[src/rtl/axi4_mem_arbiter.sv]
// axi4_mem_arbiter: shares the single-port word memory between the AXI4 write-burst engine
// and the read-burst engine.
// Ownership is held for a whole burst. The next owner is chosen round-robin in IDLE.
// Byte addresses are converted to word indices and range-checked. Read data returns
// exactly one cycle after the beat is accepted.
//
// Handshake: a beat is accepted in the cycle where the engine's req and its gnt are both
// high. gnt is a pure decode of the owner state. An engine may drop req between beats and
// still keeps ownership. rd_valid is a one-cycle pulse that is never backpressured.
`timescale 1ns/1ps
module axi4_mem_arbiter #(
    parameter int DATA_WIDTH   = 32,
    parameter int ADDR_WIDTH   = 16,
    parameter int MEMORY_DEPTH = 1024,
    localparam int MW          = $clog2(MEMORY_DEPTH)
) (
    input  logic                  ACLK,
    input  logic                  ARESETn,
    input  logic                  wr_req,
    input  logic [ADDR_WIDTH-1:0] wr_addr,
    input  logic [DATA_WIDTH-1:0] wr_data,
    input  logic                  wr_last,
    output logic                  wr_gnt,
    output logic                  wr_err,
    input  logic                  rd_req,
    input  logic [ADDR_WIDTH-1:0] rd_addr,
    input  logic                  rd_last,
    output logic                  rd_gnt,
    output logic [DATA_WIDTH-1:0] rd_data,
    output logic                  rd_valid,
    output logic                  rd_err,
    output logic                  mem_en,
    output logic                  mem_we,
    output logic [MW-1:0]         mem_addr,
    output logic [DATA_WIDTH-1:0] mem_wdata,
    input  logic [DATA_WIDTH-1:0] mem_rdata,
    output logic [1:0]            o_dbg_state
);

    localparam logic [1:0] IDLE   = 2'd0;
    localparam logic [1:0] WR_OWN = 2'd1;
    localparam logic [1:0] RD_OWN = 2'd2;

    // last_owner encoding: 0 = write side, 1 = read side
    localparam logic SIDE_WR = 1'b0;
    localparam logic SIDE_RD = 1'b1;

    localparam logic [ADDR_WIDTH:0] LP_DEPTH = MEMORY_DEPTH[ADDR_WIDTH:0];

    logic [1:0]            r_state;
    logic [1:0]            w_state_nxt;
    logic                  r_last_owner;
    logic                  w_last_owner_nxt;
    logic                  r_rd_valid;
    logic                  r_rd_err;
    logic                  r_wr_err;

    logic [ADDR_WIDTH-1:0] w_wr_word;
    logic [ADDR_WIDTH-1:0] w_rd_word;
    logic                  w_wr_in_range;
    logic                  w_rd_in_range;
    logic                  w_wr_acc;
    logic                  w_rd_acc;

    assign w_wr_word     = wr_addr >> 2;
    assign w_rd_word     = rd_addr >> 2;
    assign w_wr_in_range = ({1'b0, w_wr_word} < LP_DEPTH);
    assign w_rd_in_range = ({1'b0, w_rd_word} < LP_DEPTH);

    // Grants come straight from the state register, so an asynchronous reset drops them at once.
    assign wr_gnt   = (r_state == WR_OWN);
    assign rd_gnt   = (r_state == RD_OWN);
    assign w_wr_acc = wr_req && wr_gnt;
    assign w_rd_acc = rd_req && rd_gnt;

    assign o_dbg_state = r_state;
    assign rd_valid    = r_rd_valid;
    assign rd_err      = r_rd_err;
    assign wr_err      = r_wr_err;
    // Memory read data is passed through in its return cycle. An error beat returns zero.
    assign rd_data     = (r_rd_valid && !r_rd_err) ? mem_rdata : '0;

    // Memory strobe from the accepted beat. An out-of-range beat touches nothing.
    always_comb begin
        mem_en    = 1'b0;
        mem_we    = 1'b0;
        mem_addr  = '0;
        mem_wdata = '0;
        if (w_wr_acc) begin
            mem_en    = w_wr_in_range;
            mem_we    = 1'b1;
            mem_addr  = w_wr_word[MW-1:0];
            mem_wdata = wr_data;
        end else if (w_rd_acc) begin
            mem_en    = w_rd_in_range;
            mem_addr  = w_rd_word[MW-1:0];
        end
    end

    // Ownership FSM: round-robin pick in IDLE, release on the accepted last beat.
    always_comb begin
        w_state_nxt      = r_state;
        w_last_owner_nxt = r_last_owner;
        case (r_state)
            IDLE: begin
                if (wr_req && rd_req)
                    w_state_nxt = (r_last_owner == SIDE_WR) ? RD_OWN : WR_OWN;
                else if (wr_req)
                    w_state_nxt = WR_OWN;
                else if (rd_req)
                    w_state_nxt = RD_OWN;
            end
            WR_OWN: begin
                if (w_wr_acc && wr_last) begin
                    w_state_nxt      = IDLE;
                    w_last_owner_nxt = SIDE_WR;
                end
            end
            RD_OWN: begin
                if (w_rd_acc && rd_last) begin
                    w_state_nxt      = IDLE;
                    w_last_owner_nxt = SIDE_RD;
                end
            end
            default: w_state_nxt = IDLE;
        endcase
    end

    // State and last owner. After reset the read side counts as last owner, so write wins the first tie.
    always_ff @(posedge ACLK or negedge ARESETn) begin
        if (!ARESETn) begin
            r_state      <= IDLE;
            r_last_owner <= SIDE_RD;
        end else begin
            r_state      <= w_state_nxt;
            r_last_owner <= w_last_owner_nxt;
        end
    end

    // One-cycle read return and write-error flags. Reset cancels any read that is in flight.
    always_ff @(posedge ACLK or negedge ARESETn) begin
        if (!ARESETn) begin
            r_rd_valid <= 1'b0;
            r_rd_err   <= 1'b0;
            r_wr_err   <= 1'b0;
        end else begin
            r_rd_valid <= w_rd_acc;
            r_rd_err   <= w_rd_acc && !w_rd_in_range;
            r_wr_err   <= w_wr_acc && !w_wr_in_range;
        end
    end

endmodule

[config.mk]
export PLATFORM = sky130hd
export DESIGN_NAME = axi4_mem_arbiter
export DESIGN_NICKNAME = d
export VERILOG_FILES = /design/src/rtl/axi4_mem_arbiter.sv
export SDC_FILE = /design/constraint.sdc
export NUM_CORES = 1
export LEC_CHECK = 0
export ABC_AREA = 1
export CORE_MARGIN = 2
export CORE_UTILIZATION = 22
export DETAILED_ROUTE_END_ITERATION = 7
export PLACE_DENSITY_LB_ADDON = 0.12
export SYNTH_ARGS = -nofsm -noshare
export SYNTH_HDL_FRONTEND = slang
export SYNTH_SLANG_ARGS = --single-unit
[constraint.sdc]
create_clock -name ACLK -period 2 [get_ports ACLK]
set_input_delay 0.4 -clock ACLK [delete_from_list [all_inputs] [get_ports ACLK]]
set_output_delay 0.4 -clock ACLK [all_outputs]
set_load 0.02 [all_outputs]
; After elaboration in Yosys (flattened, before gate mapping)
; Cells that the tools add are included.
[word_totals]
reg_bits = 6
input_bits = 102
word_cells = 44
[classes]
magnitude_cmp = 2
eq_ne = 5
mux = 17
n_reduce_logical = 15
[ops]
columns = op, n
row1 = 32-bit 2-to-1 mux, 2
row2 = "14-bit by 11-bit less-than comparator with 1-bit output, second input constant", 2
row3 = 10-bit 2-to-1 mux, 2
row4 = 2-bit 2-to-1 mux, 6
row5 = 1-bit logical AND, 8
row6 = 2-bit one-hot mux with 3 select lines, 1
row7 = 3-bit AND reduction, 2
row8 = 1-bit 2-to-1 mux, 5
row9 = "2-bit by 1-bit inequality test with 1-bit output, second input constant", 2
row10 = "4-bit inequality test, second input constant", 1
row11 = 1-bit zero test, 3
row12 = "2-bit by 1-bit equality test with 1-bit output, second input constant", 1
row13 = "2-bit equality test, second input constant", 1
row14 = 2-bit zero test, 1
row15 = 1-bit one-hot mux with 2 select lines, 1
row16 = 2-bit nonzero test, 1

; Longest topological paths before layout
[depth]
depth_word = 5
depth_mapped = 8

; Least setup slack after synthesis
; Ideal clock, no wire load.
[synth_timing]
kind = register to output
start = reg r_state[1] (netlist: o_dbg_state[1])
end = out mem_en
arrival_time_ns = 1.362
slack_ns = 0.238
stages_incl_launch_ff = 6
n_path_buf = 0
cell_sequence = dfrtp_1 inv_2 nand2_2 inv_2 nand2_4 o21ai_0
[synth_via]
word_cells_on_any_way = 6
classes_between = 2 x eq/ne / 2 x mux / 2 x reduce/logical
[synth_rtl]
columns = element, line_no
row1 = from (decl), 50  ; logic [1:0] r_state;
row2 = from (signal assigned), 135  ; r_state <= w_state_nxt;
row3 = 2-bit by 1-bit equality test with 1-bit output, 71  ; assign wr_gnt = (r_state == WR_OWN);
row4 = net wr_gnt, 23  ; output logic wr_gnt,
row5 = 1-bit logical AND, 73  ; assign w_wr_acc = wr_req && wr_gnt;
row6 = 1-bit 2-to-1 mux, 89  ; if (w_wr_acc) begin
row7 = to (decl), 32  ; output logic mem_en,
; The timed path passes the listed nets, and every way through them passes these cells.

; Worst setup path in the final report
[layout_timing]
start = in rd_req
end = out mem_addr[0]
[layout_via]
elab_chain_cells = 3
[layout_lines]
columns = element, line_no
row1 = from (decl), 25  ; input logic rd_req,
row2 = 1-bit logical AND, 74  ; assign w_rd_acc = rd_req && rd_gnt;
row3 = 10-bit 2-to-1 mux, 94  ; end else if (w_rd_acc) begin
row4 = 10-bit 2-to-1 mux, 89
row5 = to (decl), 34  ; output logic [MW-1:0] mem_addr,
; Every way passes these cells.

==> results by group <==
Setup path
  • CP top delay family: buffers and inverters
  • Slowest CP cell: clkdlybuf4s50_1
  • CP Launch Type: input port
  • Reg2Reg Depth: 8
  • Critical path required time: 1600 ps
  • Crit path max fanout: 6
  • Worst reg2reg path endpoint: r_last_owner$_DFFE_PN1P_
  • Worst path bufs/invs: 3
  • Worst reg2reg startpoint: o_dbg_state[1]$_DFFE_PN0P_
  • Reg2reg setup slack: 730 ps
  • Setup crit end: mem_addr[0]
  • Critical path class: in -> out
  • Worst path max stage delay: 500 ps
  • Worst Setup End Kind: output port
  • CP Depth: 6
  • Most frequent CP cell: nand2_1
  • Crit-path cells: clkdlybuf4s50_1 > nand2_2 > inv_4 > nand2_1 > nand2_1 > clkdlybuf4s15_2
  • Critical Path Source: rd_req
  • WP data arrival: 1510 ps

Synth
  • XOR/XNOR Fraction of Synth Area: 0
  • Area of the mapped netlist: roughly 1000 sq um
  • Synth Area in Adders: 0
  • Largest family of logic cells by synthesized area: simple AND/OR/NAND/NOR gates
  • Mean Syn Cell Area: 4.622 sq um
  • Simple-gate share of the synthesized area: 0.4799
  • Compound-Gate Fraction of Synth Area: 0.02381
  • Cell taking the most area after synthesis: nor2_1
  • Register area share after synthesis: 0.1516
  • Synth warnings: 0
  • Mux contribution to synthesized area: 0
  • Mapped Nets: 318
  • Synth cell types: 18
  • Top-area cell type share of the netlist area: 0.2744
  • Yosys reg bits: 6
  • Cells after synthesis: 216
  • Synth area leaders: nor2_1 27%, inv_1 27%, nand2_1 17%, dfrtp_1 13%, buf_6 3.4%

Clocking
  • Clk_lat worst skew: 220 ps
  • CTS Buf Count: 3
  • CTS tree: done
  • H-tree Lvls: 1
  • CTS sink cnt: 6
  • CTS clk-pin slew, worst paths: 40 ps
  • CTS Buffer Depth: 2
  • CTS root buffer: clkbuf_8

Timing
  • Hold Fails Final Rpt: 0
  • Final worst setup slack: a little under 90 ps
  • RSZ-0062 raised after global routing: no
  • Fmax: 523.2 MHz
  • Clock skew: 4.699 ps
  • Final worst-path cycle share: 0.9557
  • Final Max Slew Viols: 0
  • Worst slew pin tran: ~260 ps
  • Final setup fails: 0
  • Slew headroom: 0.8257
  • Tmin final: 1911 ps
  • WHS: 406.2 ps

Route
  • Routed len/inst: a little over 10 microns
  • DR pass1 iterations: 3
  • Post-Route WL: 4743 microns
  • DR DRC count: 0
  • Vias/cell: 3.882
  • Antenna viol nets, final: 0
  • 1st-iter DRT viols: 33
  • Via Count: 1774

Floorplan
  • Die ar.: 5093 sq um
  • Die Ht: 71.37 microns
  • I/O pins: roughly 190
  • Core Area: 4354 sq um
  • Rows: 24
  • Die W: 71.37 microns
  • Initial cell density of the core: 0.2293

Power and ir drop
  • Clk network pwr share: 0.101
  • Internal Power: 0.9764 mW
  • P_sw: between 0.8 and 0.9 mW
  • Leakage: 2.012 nW
  • PwrDens: between 600 and 700 nW/um^2
  • Switching Fraction: 0.4710
  • Overall power: 1.846 mW
  • Seq pwr share: 0.111
  • Comb pwr share: 0.787
  • Peak supply drop: 0.4270 mV

Cells and area
  • Share of cells above drive strength 1: 0.1654
  • Most common cell after layout, fill and taps aside: clkdlybuf4s50_1
  • Multi-input logic area: 505.5 sq um
  • Number of inserted diodes: 0
  • Filler Cell Count: between 300 and 400
  • Most frequent cells in the layout: 103 x clkdlybuf4s50_1, 73 x nor2_1, 71 x inv_1
  • Fin area: 2874 sq um
  • Register area: 151.4 sq um
  • Synth-to-layout area growth: 187.8%
  • Nets: 508

Place
  • Placed Area: just under 3000 sq um
  • Port Buffers: 180
  • GP Congestion: between 0.7 and 0.8
  • Post-DP HPWL: just over 4000 microns
  • Setup Slack @ Placement: -342.0 ps

Min path
  • Hold crit path type: in -> async

GRT
  • First-pass GRT wire length: 7155 microns
  • Overall routing resource usage: 0.1718
  • GRT overflow: 0
  • Largest net degree at the start of global routing: 33
  • Vias in the first global route: 1666
  • Initial antenna violation count: 0

Run status
  • Status: finished, final reports clean

Flow run
  • # Max-Cap Violations: 0
[cell usage after synthesis, drive strengths merged]
library cell / count
a21boi: 1
clkbuf: 3
nand3: 2
o21ai: 2
nand2: 46
inv: 75
dfrtp: 5
dfstp: 1
a31oi: 1
and2: 1
nor2: 74
buf: 5
[per-stage QoR]
stage / util / setup TNS, ps / cells
2_1_floorplan: - / 0 / 216
3_3_place_gp: 0.6718 / -12520 / 451
3_5_place_dp: 0.6718 / -13210 / 451
4_1_cts: 0.6819 / -19.10 / 455
5_1_grt: 0.6601 / 0 / 457
6_report: 0.6601 / 0 / 457
[power by group through the flow]
stage          clock (mW)  sequential [mW]  combinational [mW]
3_5_place_dp            0            0.206                1.58
4_1_cts             0.194            0.206                1.51
2_1_floorplan           0            0.246               0.695
6_report            0.187            0.206                1.45
5_1_grt             0.204            0.212                1.57
3_3_place_gp            0            0.205                1.57
[layer usage]
layer	track usage	share of wire	vias to the layer above
met5	0	0	-
met4	0.06080	0.016	0
met3	0.04219	0.11	6
met2	0.3426	0.52	109
met1	0.1685	0.35	707
li1	-	-	952
[worst reg2reg max path, delay by kind of cell, from the launching register on]
kind,cells,cell delay [ps]
flip-flops,1,400
buffers and inverters,4,520
AND/OR/NAND/NOR,4,270
[worst min path at each step]
stage	depth (start not counted)	start	slack [ps]	end
final	1	ARESETn	410	rd_err$_DFF_PN0_
after global routing	1	ARESETn	410	o_dbg_state[0]$_DFFE_PN0P_
after detailed placement	2	r_last_owner$_DFFE_PN1P_	460	r_last_owner$_DFFE_PN1P_
after CTS	1	ARESETn	410	rd_err$_DFF_PN0_
after floorplan	0	ARESETn	100	o_dbg_state[0]$_DFFE_PN0P_
after global placement	2	r_last_owner$_DFFE_PN1P_	460	r_last_owner$_DFFE_PN1P_
[cell type report]
cell class,instances,area share
repair buffers,192,0.6300
multi-input cells,127,0.1759
inverters,75,0.1006
flip-flops and latches,6,0.05268
well taps,52,0.02264
clock buffers,4,0.01567
repair inverters,1,0.002612
[sequential cells by signal, indices dropped and copies added, names as in the netlist]
signal and flops:
rd_err 1, o_dbg_state 2, wr_err 1, r_last_owner 1, rd_valid 1
[cell families after synthesis]
group	after synthesis
buffers and inverters	83
AND/OR/NAND/NOR	123
flip-flops	6
AO/OA/AOI/OAI	4
[timing repair]
action / 4_1_cts / 5_1_grt
cloned: 0 / 1
buffers inserted: 0 / 1
hold buffers: 0 / 0
endpoints found under the setup margin: 55 / 65
pin swaps: 0 / 0
resized for setup: 108 / 59
(Power assumes the default switching activity.)
